==> config.mk <==
export PLATFORM = sky130hd
export DESIGN_NAME = mpmc_burst_addr_gen
export DESIGN_NICKNAME = d
export VERILOG_FILES = /design/src/rtl/mpmc_burst_addr_gen.sv
export SDC_FILE = /design/constraint.sdc
export NUM_CORES = 1
export LEC_CHECK = 0
export BUFFER_PORTS_ARGS = -buffer_cell sky130_fd_sc_hd__clkbuf_2
export CORE_MARGIN = 2
export CORE_UTILIZATION = 50
export DETAILED_ROUTE_END_ITERATION = 10
export PLACE_DENSITY = 0.91
export SYNTH_ARGS = -nofsm -noshare
export SYNTH_HDL_FRONTEND = slang
export SYNTH_SLANG_ARGS = --single-unit
export TNS_END_PERCENT = 20
==> constraint.sdc <==
create_clock -name clk -period 2.75 [get_ports clk]
set_clock_uncertainty 0.1 [all_clocks]
set_input_delay 0.1375 -clock clk [delete_from_list [all_inputs] [get_ports clk]]
set_output_delay 0.1375 -clock clk [all_outputs]
set_load 0.1 [all_outputs]
==> src/rtl/mpmc_burst_addr_gen.sv <==
// mpmc_burst_addr_gen
// Burst command address generator for the multi-port memory controller.
// Takes one transfer request (base address, strip count, direction) and
// issues one line-aligned command address per DRAM burst, holding each
// command stable under back-pressure from the memory interface.
//
// Optional feature macro: MPMC_ADDR_WRAP_EN
//   defined   - address increments wrap inside the aligned 2^WRAP_LOG2-byte
//               region containing the base, keeping a transfer in one page
//   undefined - full-carry increment of the line field, WRAP_LOG2 unused
module mpmc_burst_addr_gen #(
   parameter int AW        = 32,
   parameter int LB        = 5,
   parameter int SW        = 6,
   parameter int WRAP_LOG2 = 12
) (
   input  logic          clk,
   input  logic          rst,
   input  logic          req_valid,
   output logic          req_ready,
   input  logic [AW-1:0] req_addr,
   input  logic [SW-1:0] req_nstrips,
   input  logic          req_we,
   input  logic          abort,
   output logic          cmd_valid,
   input  logic          cmd_rdy,
   output logic [AW-1:0] cmd_addr,
   output logic          cmd_we,
   output logic          cmd_last,
   output logic [SW-1:0] strip_cnt,
   output logic          done,
   output logic          aborted
);

   localparam int LW = AW - LB;

   // The wrap region must hold at least two lines and fit in the address.
   if (WRAP_LOG2 <= LB || WRAP_LOG2 > AW) begin : g_bad_wrap_log2
      $error("mpmc_burst_addr_gen: WRAP_LOG2 must be > LB and <= AW");
   end

   typedef enum logic [1:0] {
      IDLE,
      ISSUE,
      DONE,
      ABORT
   } state_t;

   state_t        state;
   state_t        state_nxt;
   logic [SW-1:0] nstr;
   logic [LW-1:0] line_cur;
   logic [LW-1:0] line_nxt;
   logic          accept_req;
   logic          accept_cmd;

   assign line_cur   = cmd_addr[AW-1:LB];
   assign cmd_last   = (strip_cnt == nstr);
   assign accept_req = req_valid && req_ready;
   assign accept_cmd = cmd_valid && cmd_rdy && !cmd_last;

`ifdef MPMC_ADDR_WRAP_EN
   // Only the line bits below the wrap boundary take part in the increment.
   localparam logic [LW-1:0] WRAP_MASK = {LW{1'b1}} >> (AW - WRAP_LOG2);

   // Next line address: carry is confined to the wrap region.
   always_comb begin
      line_nxt = (line_cur & ~WRAP_MASK) | ((line_cur + LW'(1)) & WRAP_MASK);
   end
`else
   // Next line address: plain modulo-2^(AW-LB) increment.
   always_comb begin
      line_nxt = line_cur + LW'(1);
   end
`endif

   // State register.
   always_ff @(posedge clk) begin
      if (rst) begin
         state <= IDLE;
      end else begin
         state <= state_nxt;
      end
   end

   // Next-state and handshake/pulse outputs; abort beats a final accept.
   always_comb begin
      state_nxt = state;
      req_ready = 1'b0;
      cmd_valid = 1'b0;
      done      = 1'b0;
      aborted   = 1'b0;
      case (state)
         IDLE: begin
            req_ready = 1'b1;
            if (req_valid) begin
               state_nxt = ISSUE;
            end
         end
         ISSUE: begin
            cmd_valid = 1'b1;
            if (abort) begin
               state_nxt = ABORT;
            end else if (cmd_rdy && cmd_last) begin
               state_nxt = DONE;
            end
         end
         DONE: begin
            done      = 1'b1;
            state_nxt = IDLE;
         end
         ABORT: begin
            aborted   = 1'b1;
            state_nxt = IDLE;
         end
         default: begin
            state_nxt = IDLE;
         end
      endcase
   end

   // Command datapath: latch the request, then step address and count on
   // every accepted non-final command; the final command leaves them held.
   always_ff @(posedge clk) begin
      if (rst) begin
         cmd_addr  <= {AW{1'b1}};
         strip_cnt <= '0;
         nstr      <= '0;
         cmd_we    <= 1'b0;
      end else if (accept_req) begin
         cmd_addr  <= {req_addr[AW-1:LB], {LB{1'b0}}};
         strip_cnt <= '0;
         nstr      <= req_nstrips;
         cmd_we    <= req_we;
      end else if (accept_cmd) begin
         cmd_addr  <= {line_nxt, {LB{1'b0}}};
         strip_cnt <= strip_cnt + SW'(1);
      end
   end

endmodule
==> flow_metrics.py <==
metrics = {
    "outcome": {
        "status": "complete, but fails checks",
        "violations": "hold timing",
    },
    "setup_path": {
        "crit_type": "flop to output pin",
        "reg2reg_slack_ns": 0.18,
        "r2r_cells": 6,
        "worstPathArrival_ns": 2.36,
        "end_kind": "output pin",
        "worstSetupStartpointType": "flop",
        "crit_fanout": 10,
        "cp.required_ns": 2.51,
        "cp_cell_sequence": "xnor2_1 -> and4_2 -> nand2_1 -> inv_1 -> clkbuf_2",
        "cpMaxStageDelayCell": "clkbuf_2",
        "slowest_delay_ns": 0.52,
    },
    "sta": {
        "worst_pin_slew_ns": 0.594,
        "worst_hold_slack_ns": -0.00202,
        "rsz0062_at_grt": "no",
        "hold_viol_final": 2,
        "slew_headroom_pct": 59.4,
        "drv_slew": 0,
        "min_period_ns": 2.59,
        "max_freq_ghz": 0.386,
        "fin_crit_sh_pct": 94.3,
        "setup_viol": 0,
    },
    "yosys": {
        "yosys.area_share.adder_pct": 0.994,
        "synth_top_family_by_area": "simple AND/OR/NAND/NOR gates",
        "synth_area_per_cell_um2": 7.92,
        "synth_xor_xnor_area_share_pct": 4.52,
        "synth-async-reset-ratio_pct": 0,
        "synthesis.nets": 364,
        "synth_compound_area_share_pct": 20.7,
        "synthCells": 318,
        "ys_seq_elements": 43,
        "muxShareOfSynthArea_pct": 2.04,
        "synth_cell_types": 53,
        "synthSimpleGateAreaFrac_pct": 30.1,
        "ys.warnings.count": 0,
        "synth_edf_count": 0,
        "syn_area_um2": 2520,
        "synth_ff_type": "dfxtp_1",
        "seq_area_frac_synth_pct": 34.2,
    },
    "die": {
        "die_h_um": 75.0,
        "fp.coreArea_um2": 4790,
        "rows": 25,
        "ioPinCount": 88,
        "start_util_pct": 52.6,
        "die_area_um2": 5620,
        "dieWidth_um": 75.0,
    },
    "clocking": {
        "cts_tree": "yes",
        "clock_sinks": 43,
        "ctsHtreeMaxLevel": 2,
        "cts_root_buffer": "clkbuf_8",
        "clk_pin_slew_worst_paths_ns": 0.10,
        "cts_made_buffers": 5,
        "clockBufferDepth": 2,
        "clk_latency_ns": 0.31,
        "post_cts_buffers": 0,
    },
    "placement": {
        "dpl.hpwl_um": 5320,
        "portBuffers": 82,
        "dpl.cell_count": 452,
        "gp_congestion": 0.910,
    },
    "run": {
        "maxCapViolations": 0,
    },
    "layout": {
        "antennaDiodeCount": 0,
        "fin_cells": 473,
        "final_common_cell": "clkbuf_2",
        "final_cell_mix": "clkbuf_2, nand2_1, nor3_1, dfxtp_1, a21oi_1",
        "finalNetCount": 451,
        "area_delta_synth_final_pct": 25.8,
        "drive_above_1_share_pct": 31.8,
    },
    "global_routing": {
        "grt_pass1_wl_um": 12300,
        "antenna_found_initial": 0,
        "grt_overflow": 0,
        "grt_max_degree": 43,
        "grt_pass1_vias": 2643,
        "grt_usage_pct": 28.3,
    },
    "worst_hold_path": {
        "whs_path_depth": 3,
        "hold_class": "input pin to flop",
    },
    "pwr": {
        "peakVddDrop_mv": 0.349,
        "cellLeakagePower_nw": 1.28,
        "power_density_nw_per_um2": 654,
    },
    "detailed_routing": {
        "first_pass_iters": 5,
        "vias": 2901,
        "postRouteAntennaNets": 0,
        "drt-total-wl_um": 7860,
        "wire_per_inst_um": 16.6,
        "drtIter0Drc": 378,
        "viasPerCell": 6.13,
        "drc_errors": 0,
    },
}
==> Yosys cell counts, drive strengths merged, types with 2 or more instances <==
master   count  area share [%]
a2111oi      4             1.4
a211oi       7             2.1
a21oi       19             3.8
a221oi       2            0.70
a311o        2            0.79
a31o         2            0.70
a31oi        6             1.5
and2         4             1.0
and3         8             2.1
buf          8             2.1
clkbuf      17             4.1
dfxtp       43              34
ha           2            0.99
inv          5            0.75
mux2i        4             1.6
nand2       37             5.5
nand3       20             4.4
nand4        6             1.5
nor2        19             2.8
nor2b        3            0.75
nor3        29             5.8
nor4         8             2.0
o2111ai      3             1.0
o211ai       7             2.1
o21ai       10             2.0
o31a         5             1.7
o31ai        3            0.89
or3          4            0.99
or4          4             1.2
xnor2       10             3.5
xor2         3             1.0
==> worst max-delay path: cells and delay by family (launching register included) <==
family | cells | cell delay (ns)
and+or+nand+nor | 2 | 0.61
buffers and inverters | 2 | 0.80
xor gates and xnor gates | 1 | 0.27
DFF | 1 | 0.37
==> worst paths after layout <==
check,endpoint,start
max,cmd_last,strip_cnt[0]
min,cmd_addr[25],req_addr[25]
max reg2reg,cmd_addr[29],cmd_addr[5]
min reg2reg,cmd_we,cmd_we
==> layer usage <==
metal  GRT usage, %  up-vias  part of all wire (%)
li1               -     1363                     -
met1           36.6     1308                    39
met2           44.9      189                    47
met3           4.55       41                    10
met4           16.1        0                   4.0
met5              0        -                     0
==> stage by stage <==
| stage | setup slack (ns) | power (mW) | cell area (um^2) | TNS (ns) | utilization [%] |
|---|---|---|---|---|---|
| 6_report | 0.156 | 2.07 | 3170 | 0 | 66.2 |
| 5_1_grt | 0.0596 | 2.14 | 3170 | 0 | 66.2 |
| 4_1_cts | 0.241 | 2.05 | 3170 | 0 | 66.2 |
| 2_1_floorplan | -0.227 | 1.46 | 2540 | -0.376 | - |
| 3_5_place_dp | 0.268 | 1.62 | 2950 | 0 | 61.5 |
| 3_3_place_gp | 0.360 | 1.60 | 2950 | 0 | 61.5 |
==> flip-flops by register name, summed over array words and instances, names as in the netlist <==
register   cells
cmd_addr      28
nstr           6
strip_cnt      6
state          2
cmd_we         1
==> cells by family (layout without fill, tap and decap cells) <==
family	count (synthesis)	count (layout)
AOI/OAI and AO/OA	76	76
xor gates and xnor gates	13	13
adders and majority gates	2	2
buffers and inverters	31	119
DFF	43	43
muxes	5	5
and+or+nand+nor	148	148
==> what timing repair did <==
action	CTS	global route
endpoints found under the hold margin	13	0
resized for setup	0	0
hold buffers	13	0
==> where the power goes <==
part	internal, mW	switching (mW)	total [mW]
sequential	0.676	0.0615	0.737
combinational	0.201	0.699	0.900
clock	0.182	0.253	0.435
==> area by class of cell <==
| cell class | instances | area [um^2] |
|---|---|---|
| fill | 402 | 1620 |
| clock inverter | 3 | 23.8 |
| clock buffer | 5 | 68.8 |
| sequential | 43 | 878 |
| multi-input combinational | 244 | 1470 |
| tap | 67 | 83.8 |
| inverter | 5 | 18.8 |
| timing repair buffer | 106 | 623 |
(Power assumes the default switching activity.)
